File: src/rtl/pipe_stage_reg.sv
// Inter-stage pipeline register with valid/ready handshake and a 2-entry skid buffer.
// Bubbles present inert control (all zero) and a NOP instruction word.
module pipe_stage_reg #(
    parameter int unsigned          DATA_W    = 64,
    parameter int unsigned          NUM_DATA  = 3,
    parameter int unsigned          CTRL_W    = 11,
    parameter int unsigned          INSTR_W   = 32,
    parameter logic [INSTR_W-1:0]   NOP_INSTR = INSTR_W'(32'hD503201F)
) (
    input  logic                          clk,
    input  logic                          reset,
    input  logic                          in_valid,
    output logic                          in_ready,
    input  logic [NUM_DATA*DATA_W-1:0]    data_in,
    input  logic [CTRL_W-1:0]             ctrl_in,
    input  logic [INSTR_W-1:0]            instr_in,
    input  logic                          flush,
    output logic                          out_valid,
    input  logic                          out_ready,
    output logic [NUM_DATA*DATA_W-1:0]    data_out,
    output logic [CTRL_W-1:0]             ctrl_out,
    output logic [INSTR_W-1:0]            instr_out,
    output logic [1:0]                    occupancy
);

    localparam int unsigned LANES_W = NUM_DATA * DATA_W;

    // Main entry M: valid is out_valid, data is data_out; ctrl/instr kept raw here.
    logic [CTRL_W-1:0]  m_ctrl;
    logic [INSTR_W-1:0] m_instr;

    // Skid entry S
    logic               s_valid;
    logic [LANES_W-1:0] s_data;
    logic [CTRL_W-1:0]  s_ctrl;
    logic [INSTR_W-1:0] s_instr;

    logic               accept;
    logic               take;
    logic               m_valid_n;
    logic               s_valid_n;
    logic [LANES_W-1:0] m_data_n;
    logic [CTRL_W-1:0]  m_ctrl_n;
    logic [INSTR_W-1:0] m_instr_n;
    logic [LANES_W-1:0] s_data_n;
    logic [CTRL_W-1:0]  s_ctrl_n;
    logic [INSTR_W-1:0] s_instr_n;

    // Next-state for the two entries; flush drops valids but leaves payload untouched.
    always_comb begin
        accept    = in_valid & in_ready;
        take      = out_valid & out_ready;
        m_valid_n = out_valid;
        s_valid_n = s_valid;
        m_data_n  = data_out;
        m_ctrl_n  = m_ctrl;
        m_instr_n = m_instr;
        s_data_n  = s_data;
        s_ctrl_n  = s_ctrl;
        s_instr_n = s_instr;

        if (flush) begin
            m_valid_n = 1'b0;
            s_valid_n = 1'b0;
        end else if (s_valid) begin
            if (take) begin
                m_data_n  = s_data;
                m_ctrl_n  = s_ctrl;
                m_instr_n = s_instr;
                s_valid_n = 1'b0;
            end
        end else if (out_valid) begin
            if (accept && take) begin
                m_data_n  = data_in;
                m_ctrl_n  = ctrl_in;
                m_instr_n = instr_in;
            end else if (accept) begin
                s_data_n  = data_in;
                s_ctrl_n  = ctrl_in;
                s_instr_n = instr_in;
                s_valid_n = 1'b1;
            end else if (take) begin
                m_valid_n = 1'b0;
            end
        end else if (accept) begin
            m_data_n  = data_in;
            m_ctrl_n  = ctrl_in;
            m_instr_n = instr_in;
            m_valid_n = 1'b1;
        end
    end

    // Storage plus registered status and bubble-masked outputs.
    always_ff @(posedge clk) begin
        if (!reset) begin
            out_valid <= 1'b0;
            s_valid   <= 1'b0;
            data_out  <= '0;
            m_ctrl    <= '0;
            m_instr   <= '0;
            s_data    <= '0;
            s_ctrl    <= '0;
            s_instr   <= '0;
            in_ready  <= 1'b1;
            ctrl_out  <= '0;
            instr_out <= NOP_INSTR;
            occupancy <= 2'd0;
        end else begin
            out_valid <= m_valid_n;
            s_valid   <= s_valid_n;
            data_out  <= m_data_n;
            m_ctrl    <= m_ctrl_n;
            m_instr   <= m_instr_n;
            s_data    <= s_data_n;
            s_ctrl    <= s_ctrl_n;
            s_instr   <= s_instr_n;
            in_ready  <= ~s_valid_n;
            ctrl_out  <= m_valid_n ? m_ctrl_n : '0;
            instr_out <= m_valid_n ? m_instr_n : NOP_INSTR;
            occupancy <= 2'(m_valid_n) + 2'(s_valid_n);
        end
    end

endmodule

File: config.mk
export PLATFORM = sky130hd
export DESIGN_NAME = pipe_stage_reg
export DESIGN_NICKNAME = d
export VERILOG_FILES = /design/src/rtl/pipe_stage_reg.sv
export SDC_FILE = /design/constraint.sdc
export NUM_CORES = 1
export LEC_CHECK = 0
export BUFFER_PORTS_ARGS = -buffer_cell sky130_fd_sc_hd__buf_2
export CORE_ASPECT_RATIO = 0.9
export CORE_UTILIZATION = 55
export DETAILED_ROUTE_END_ITERATION = 7
export PLACE_DENSITY = 0.81
export SLEW_MARGIN = 20
export SYNTH_ARGS = -nofsm -noshare
export SYNTH_HDL_FRONTEND = slang
export SYNTH_SLANG_ARGS = --single-unit
File: constraint.sdc
create_clock -name clk -period 3.2 [get_ports clk]
set_clock_uncertainty 0.2 [all_clocks]
set_input_delay 0.64 -clock clk [delete_from_list [all_inputs] [get_ports clk]]
set_output_delay 0.64 -clock clk [all_outputs]
set_load 0.005 [all_outputs]
Yosys cells after proc, flatten, opt, wreduce, memory -nomap -nowiden
Index checks and enable logic that the tools add are counted.
{"block": "op_classes", "addsub": 1, "n_eq_ne": 2, "n_mux": 28, "n_bitwise": 6, "reduce_logical": 5}
{"operator": "192-bit two-way mux", "count": 5}
{"operator": "32-bit two-way mux", "count": 6}
{"operator": "11-bit two-way mux", "count": 6}
{"operator": "1-bit two-way mux", "count": 11}
{"operator": "5-bit AND reduction", "count": 1}
{"operator": "1-bit NOT", "count": 4}
{"operator": "4-bit AND reduction", "count": 1}
{"operator": "3-bit by 1-bit inequality test with 1-bit output, second input constant", "count": 1}
{"operator": "3-bit nonzero test", "count": 1}
{"operator": "1-bit by 1-bit adder with 2-bit output", "count": 1}
{"operator": "1-bit bitwise AND", "count": 2}
{"operator": "2-bit by 1-bit inequality test with 1-bit output, second input constant", "count": 1}
{"operator": "2-bit AND reduction", "count": 1}
{"operator": "1-bit logical AND", "count": 1}
{"block": "totals", "register_bits": 518, "input_bits": 240, "out_inout_bits": 239, "word_cells": 54}

Longest topological paths before layout
Gate-level depths: netlist (run 1).
{"block": "logic_depth", "word_depth": 8, "depth_mapped": 8, "mapped_depth_nobuf": 4}

Worst setup path after synthesis (run 1)
Ideal clock, no wire load.
{"block": "synth_path", "kind": "input -> register", "from": "input flush", "to": "register s_data[121]", "t_arrival_ns": 1.910, "required_ns": 2.930, "setup_slack_ns": 1.020, "stages": 8, "n_path_buf": 4, "cell_sequence": "buf_2 nor3b_1 and2_1 buf_2 buf_2 clkbuf_1 nand2_1 a21boi_1"}
{"block": "synth_via", "elab_chain_len": 2}
{"element": "start, declared", "line": "17", "text": "input logic flush,"}
{"element": "1-bit NOT (no source line)"}
{"element": "5-bit AND reduction (no source line)"}
{"element": "end signal, assigned", "line": "114", "text": "s_data <= s_data_n;"}
{"element": "end, declared", "line": "34", "text": "logic [LANES_W-1:0] s_data;"}
Every way passes these cells.
A chain may end at the register's enable or synchronous reset.

Worst setup path in the final report (run 1)
{"block": "layout_path", "from": "register out_valid", "to": "register m_instr[26]"}
{"block": "layout_via", "elab_chain_len": 6}
{"element": "start, declared", "line": "18", "text": "output logic out_valid,"}
{"element": "start signal, assigned", "line": "109", "text": "out_valid <= m_valid_n;"}
{"element": "1-bit bitwise AND", "line": "52", "text": "take = out_valid & out_ready;"}
{"element": "1-bit logical AND", "line": "73", "text": "if (accept && take) begin"}
{"element": "32-bit two-way mux", "line": "73"}
{"element": "32-bit two-way mux", "line": "72", "text": "end else if (out_valid) begin"}
{"element": "32-bit two-way mux (*)", "line": "65", "text": "end else if (s_valid) begin"}
{"element": "32-bit two-way mux (*)", "line": "62", "text": "if (flush) begin"}
{"element": "end signal, assigned", "line": "113", "text": "m_instr <= m_instr_n;"}
{"element": "end, declared", "line": "30", "text": "logic [INSTR_W-1:0] m_instr;"}
Every way passes the cells marked *; elsewhere a longest branch is shown, timed or not.

==> results of run 1 <==
-- final cells by class --
type                            instances  area share, %
Multi-Input combinational cell       1552           38.1
Inverter                                2         0.0296
Clock inverter                         18          0.884
Antenna cell                           20          0.198
Clock buffer                           70           5.76
Tap cell                              483           2.38
Timing Repair Buffer                  525           11.7
Sequential cell                       518           40.9
-- state kept, by name, indices dropped and copies added (netlist names) --
register	count
ctrl_out	11
data_out	192
in_ready	1
instr_out	32
m_ctrl	11
m_instr	32
occupancy	2
out_valid	1
s_ctrl	11
s_data	192
s_instr	32
s_valid	1
-- Yosys cell counts, drive strengths merged --
cell | n | area, um2
o21ai | 1 | 5.00
o211a | 192 | 1920
a221o | 3 | 30.0
inv | 2 | 7.51
o311a | 2 | 20.0
buf | 94 | 477
a21boi | 235 | 1760
nor3 | 2 | 10.0
a222oi | 11 | 110
nor3b | 2 | 15.0
xnor2 | 1 | 8.76
a31oi | 1 | 6.26
or4 | 1 | 7.51
nor4 | 1 | 12.5
a21oi | 2 | 10.0
a32o | 27 | 270
nor2 | 2 | 7.51
dfxtp | 518 | 10400
nand2b | 3 | 18.8
nand2 | 786 | 2950
nor2b | 44 | 278
nand3b | 1 | 7.51
mux2i | 192 | 1920
and3b | 1 | 8.76
mux2 | 2 | 22.5
and2 | 10 | 62.6
a221oi | 2 | 17.5
and4b | 1 | 10.0
clkbuf | 99 | 372
nand3 | 27 | 135
-- report_power, final --
part           total [W]  internal (W)  switching, W
clock            0.00605       0.00358       0.00247
combinational    0.00122      0.000574      0.000642
sequential       0.00682       0.00670      0.000126
total             0.0141        0.0109       0.00324
-- path summary, 6_finish.rpt --
path / start / end / slack [ns] / cells after the start
setup / recovery: out_valid / m_instr[26] / 0.69 / 4
hold / removal: data_in[135] / s_data[135] / 0.1 / 3
setup reg to reg: out_valid / m_instr[26] / 0.69 / 4
hold reg to reg: m_instr[12] / instr_out[12] / 0.24 / 2
-- cells by family (layout without fill, tap and decap cells) --
| family | count (synthesis) | count (layout) | share of synthesized area (%) |
|---|---|---|---|
| AOI/OAI and AO/OA | 476 | 476 | 19.9 |
| xor gates and xnor gates | 1 | 1 | 0.0420 |
| buffers and inverters | 195 | 615 | 4.10 |
| DFF | 518 | 518 | 49.7 |
| muxes | 194 | 194 | 9.32 |
| other | 0 | 20 | 0 |
| and+or+nand+nor | 881 | 881 | 16.9 |
-- worst reg2reg max path, cell delays in order, from the launching register on --
cell,delay (ns)
dfxtp_1,0.49
nor2b_1,0.14
or4_1,0.88
a222oi_1,0.54
nor2b_1,0.12
-- per-stage QoR --
stage | utilization (%) | std cells | hold WS (ns) | total power (W)
floorplan | - | 2265 | 0.215 | 0.00760
global placement | 63.2 | 3079 | 0.231 | 0.00812
detailed placement | 63.2 | 3079 | 0.235 | 0.00817
CTS | 67.7 | 3167 | 0.0720 | 0.0142
global route | 67.9 | 3184 | 0.0787 | 0.0146
finish | 67.9 | 3188 | 0.0974 | 0.0141
-- per-layer routing --
layer  track usage, %  up-vias
met3             8.95      154
met1             33.0     8379
li1                 -     8491
met4             13.1       12
met2             46.8      589
met5                0        -
==> reports/results.txt, run 1 <==
Critical path cell sequence = nor2b_1 -> or4_1 -> a222oi_1 -> nor2b_1
Leak = 12.0 nW
Seq/Total Area, Yosys = 49.7%
# rows = 67
Post-CTS setup buffers = 0
Dpl hpwl = 37.1 mm
Vias per cell = 5.53
VDD IR max = 0.000418 V
Worst Path Arrival = 2.75 ns
Crit path kind = reg2reg
Die Ht = 187 um
Slew HR = 20.7%
DP Area = 0.0236 mm2
GPL Wtd Cong = 0.858
Vias in the first global route = 17300
Setup crit end kind = flop
PnR worst setup slack = 0.692 ns
# IOs = 479
Cell repeated most along the worst path = nor2b_1
CTS tree = built
Maximum clock frequency = 399 MHz
Hold_buf cts = 0
First-pass GRT wire length = 89.5 mm
Most frequent cells in the layout = nand2_1 (785), dfxtp_1 (517), buf_2 (477), o211a_1 (192), mux2i_1 (192)
Fill count = 2860
GRT Residual Overflow = 0
Design area = 0.0253 mm2
FF+latch count, synth = 518
Ys Warns = 0
Post-route minimum period = 2.51 ns
Via Count = 17600
Port Buf Inserts = 478
DR pass1 iterations = 6
DRC Markers = 0
Drt total wl = 55.7 mm
DRT iter0 DRCs = 1411
RSZ-0062 raised after global routing = no
Core Area = 0.0373 mm2
Synth-to-Final Area Change = 21.5%
Slew @ Worst Pin = 1.18 ns
Antenna violations before repair = 23
Max-slew violation count = 0
WL met2 = 26.5 mm
Worst-path clk slew = 0.06 ns
CTS sink cnt = 518
M1 WL = 22.5 mm
Final net count = 2890
CTS Buf Count = 51
Avg Cell Area, Syn = 9.21 um2
Area of the multi-input gates = 0.00966 mm2
Setup_tns = 0 ns
Post-Synthesis Cell Area = 0.0209 mm2
Slowest stage delay, CP = 0.88 ns
Largest net degree at the start of global routing = 166
Post-route ant nets = 0
FF+latch area = 0.0104 mm2
Setup crit start kind = flop
Period utilisation layout = 78.4%
GR Util All Layers = 28.1%
Most common cell after layout, fill and taps aside = nand2_1
Resize count post-CTS = 0
Routed length per placed instance = 17.5 um
Crit Path Max Fanout = 19
Max layer used = met5
Root Buffer = clkbuf_16
PwrDens = 556 mW/mm2
H-tree Lvls = 2
Status = finished, final reports clean
DR WL met3 = 4.23 mm
Die Width = 207 um
Share of layout cells above drive strength 1 = 22.8%
Hold Fails Final Rpt = 0
Worst slack, placed = 0.539 ns
Worst-case clock buffer depth = 3
Worst path required time = 3.44 ns
Worst min path class = in2reg
CP Buf/Inv Count = 0
Crit-path slowest cell = or4_1
Gate Count Post-Synth = 2265
Initial Util = 55.9%
Max-cap violations = 0
Final setup fails = 0
Clk Latency, worst-skew pair = 0.59 ns
Net Count, Synth = 2505
CP delay by family, top = simple AND/OR/NAND/NOR gates
Area of the die = 0.0387 mm2
Yosys cell types = 34
No activity file was read; power rests on OpenSTA's default activity.
==> inputs of run 2 (changes only) <==
Settings changed: CORE_UTILIZATION 55 to 49, PLACE_DENSITY 0.81 to 0.76.
Clock period 3.2 ns to 2.3 ns, I/O delays scaled along.
==> run 2 against run 1 <==
Die area rose by 12%. Setup slack got worse by 0.58 ns. Critical path depth rose by 1. Final area rose by 12%. Combinational power rose by 74%. Count of clock-buffer cells in the layout rose by 9. First-iteration DRC count fell by 1.1%. Register-to-register slack got worse by 0.58 ns. Global-route usage fell by 0.25 points. Critical path type unchanged.
==> reports/results.txt, run 2 (same netlist as run 1, synthesis figures left out) <==
Area of the die = 0.0434 mm2 (+12%)
CTS sink cnt = 518 (unchanged)
Largest net degree at the start of global routing = 103 (-38%)
Setup crit end kind = flop
CTS Buf Count = 53 (+3.9%)
Worst min path class = in2reg
DRT iter0 DRCs = 1396 (-1.1%)
Core Area = 0.0418 mm2 (+12%)
Setup crit start kind = flop
Setup_tns = 0 ns (unchanged)
Largest regs = data_out (192), s_data (192)
Die Ht = 198 um (+5.9%)
Share of layout cells above drive strength 1 = 22.2% (-0.64 points)
First-pass GRT wire length = 98.1 mm (+9.6%)
H-tree Lvls = 2 (unchanged)
Period utilisation layout = 95.3% (+17 points)
Drt total wl = 62.8 mm (+13%)
CP Buf/Inv Count = 1 (+1)
Status = finished, final reports clean
Port Buf Inserts = 478 (unchanged)
GRT Residual Overflow = 0 (unchanged)
Final setup fails = 0 (unchanged)
Crit Path Max Fanout = 31 (+12)
Worst-case clock buffer depth = 3 (unchanged)
Worst Path Arrival = 2.44 ns (-0.31 ns)
Post-route minimum period = 2.19 ns (-0.317 ns)
Hold Fails Final Rpt = 0 (unchanged)
Slew @ Worst Pin = 0.858 ns (-0.324 ns)
Max-cap violations = 0 (unchanged)
Crit path kind = reg2reg
Top Usage Layer GRT = met2
GR Util met3 = 5.44% (-3.5 points)
RSZ-0062 raised after global routing = no
Final net count = 3163 (+9.4%)
CP delay by family, top = simple AND/OR/NAND/NOR gates
Routed length per placed instance = 17.9 um (+2.2%)
Post-Place Cells = 3180 (+3.3%)
Root Buffer = clkbuf_16
Fin cells = 3515 (+10%)
Vias per cell = 5.52 (-0.18%)
Critical path cell sequence = nor2b_1 -> or4_1 -> buf_12 -> a222oi_1 -> nand2_1
Antenna violations before repair = 1 (-96%)
Synth-to-Final Area Change = 36.0%
DP Area = 0.0242 mm2 (+2.6%)
Design area = 0.0284 mm2 (+12%)
DRC Markers = 0 (unchanged)
Most common cell after layout, fill and taps aside = nand2_1
VDD IR max = 0.000677 V (+62%)
GPL Wtd Cong = 0.814 (-5.1%)
GR Util met1 = 33.8% (+0.76 points)
CTS tree = built
Fill count = 2959 (+3.5%)
Dpl hpwl = 38.6 mm (+4.0%)
GRT met2 Usage = 47.4% (+0.65 points)
PnR worst setup slack = 0.109 ns (-0.583 ns)
Crit-path slowest cell = or4_1
Slowest stage delay, CP = 0.58 ns (-0.30 ns)
Leak = 13.3 nW (+11%)
Clk Latency, worst-skew pair = 0.59 ns (about the same)
Worst-path clk slew = 0.06 ns (about the same)
Worst slack, placed = -0.0706 ns (-0.610 ns)
Most frequent cells in the layout = nand2_1 (785), dfxtp_1 (517), buf_2 (477), dlygate4sd3_1 (235)
Slew HR = 42.8% (+22 points)
# IOs = 479 (unchanged)
Max-slew violation count = 0 (unchanged)
Maximum clock frequency = 456 MHz (+14%)
Initial Util = 49.8% (-6.1 points)
# rows = 71 (+6.0%)
Post-route ant nets = 0 (unchanged)
Die Width = 219 um (+5.9%)
Vias in the first global route = 19000 (+10%)
Via Count = 19400 (+10%)
GR Util All Layers = 27.9% (-0.25 points)
DR pass1 iterations = 5 (-1)
Worst path required time = 2.55 ns (-0.89 ns)
PwrDens = 723 mW/mm2 (+30%)
-- run 2: cell count changes in the layout (fill, tap and decap cells not counted), sizes merged --
cell,change
clkbuf,+9
inv,+2
diode,-18
clkinvlp,-1
clkinv,+1
dlygate4sd3,+235
buf,+36
bufinv,-1
-- run 2: timing repair --
item / 4_1_cts / 5_1_grt
hold buffers: 235 / 0
setup endpoints to repair: 0 / 2
resized for setup: 0 / 1
buffers inserted: 0 / 0
hold endpoints to repair: 272 / 0
-- run 2: routing by layer --
metal | wire length [um] | part of all wire (%)
met4 | 2680 | 4.3
met5 | 0 | 0
met2 | 30400 | 48
met3 | 4370 | 7.0
met1 | 25400 | 40
-- run 2: layout make-up --
type	count	area, um2	area share [%]
diodes	2	5.00	0.0176
clock buffers	79	1600	5.63
clock inverters	19	209	0.737
inverters	2	7.51	0.0265
multi-input cells	1552	9660	34.1
flip-flops and latches	518	10400	36.6
well taps	547	684	2.41
repair buffers	796	5820	20.5
-- run 2: final timing paths --
path	start	to	slack [ns]	cells past startpoint
setup / recovery	s_valid	instr_out[30]	0.11	5
hold / removal	reset	data_out[169]	0.08	2
setup reg to reg	s_valid	instr_out[30]	0.11	5
hold reg to reg	m_instr[27]	instr_out[27]	0.24	2
-- run 2: power by group --
part / switching (W) / leakage, nW / internal, W / total (W)
Sequential: 0.000203 / 4.22 / 0.00932 / 0.00952
Combinational: 0.00101 / 8.18 / 0.00111 / 0.00212
Clock: 0.00362 / 0.898 / 0.00525 / 0.00887
Total: 0.00484 / 13.3 / 0.0157 / 0.0205
-- run 2: through the flow --
stage	hold slack [ns]	power (W)	utilization (%)
floorplan	0.215	0.0106	-
global placement	0.226	0.0114	57.8
detailed placement	0.231	0.0114	57.8
CTS	0.0389	0.0206	67.7
global route	0.0755	0.0212	67.8
finish	0.0824	0.0205	67.8
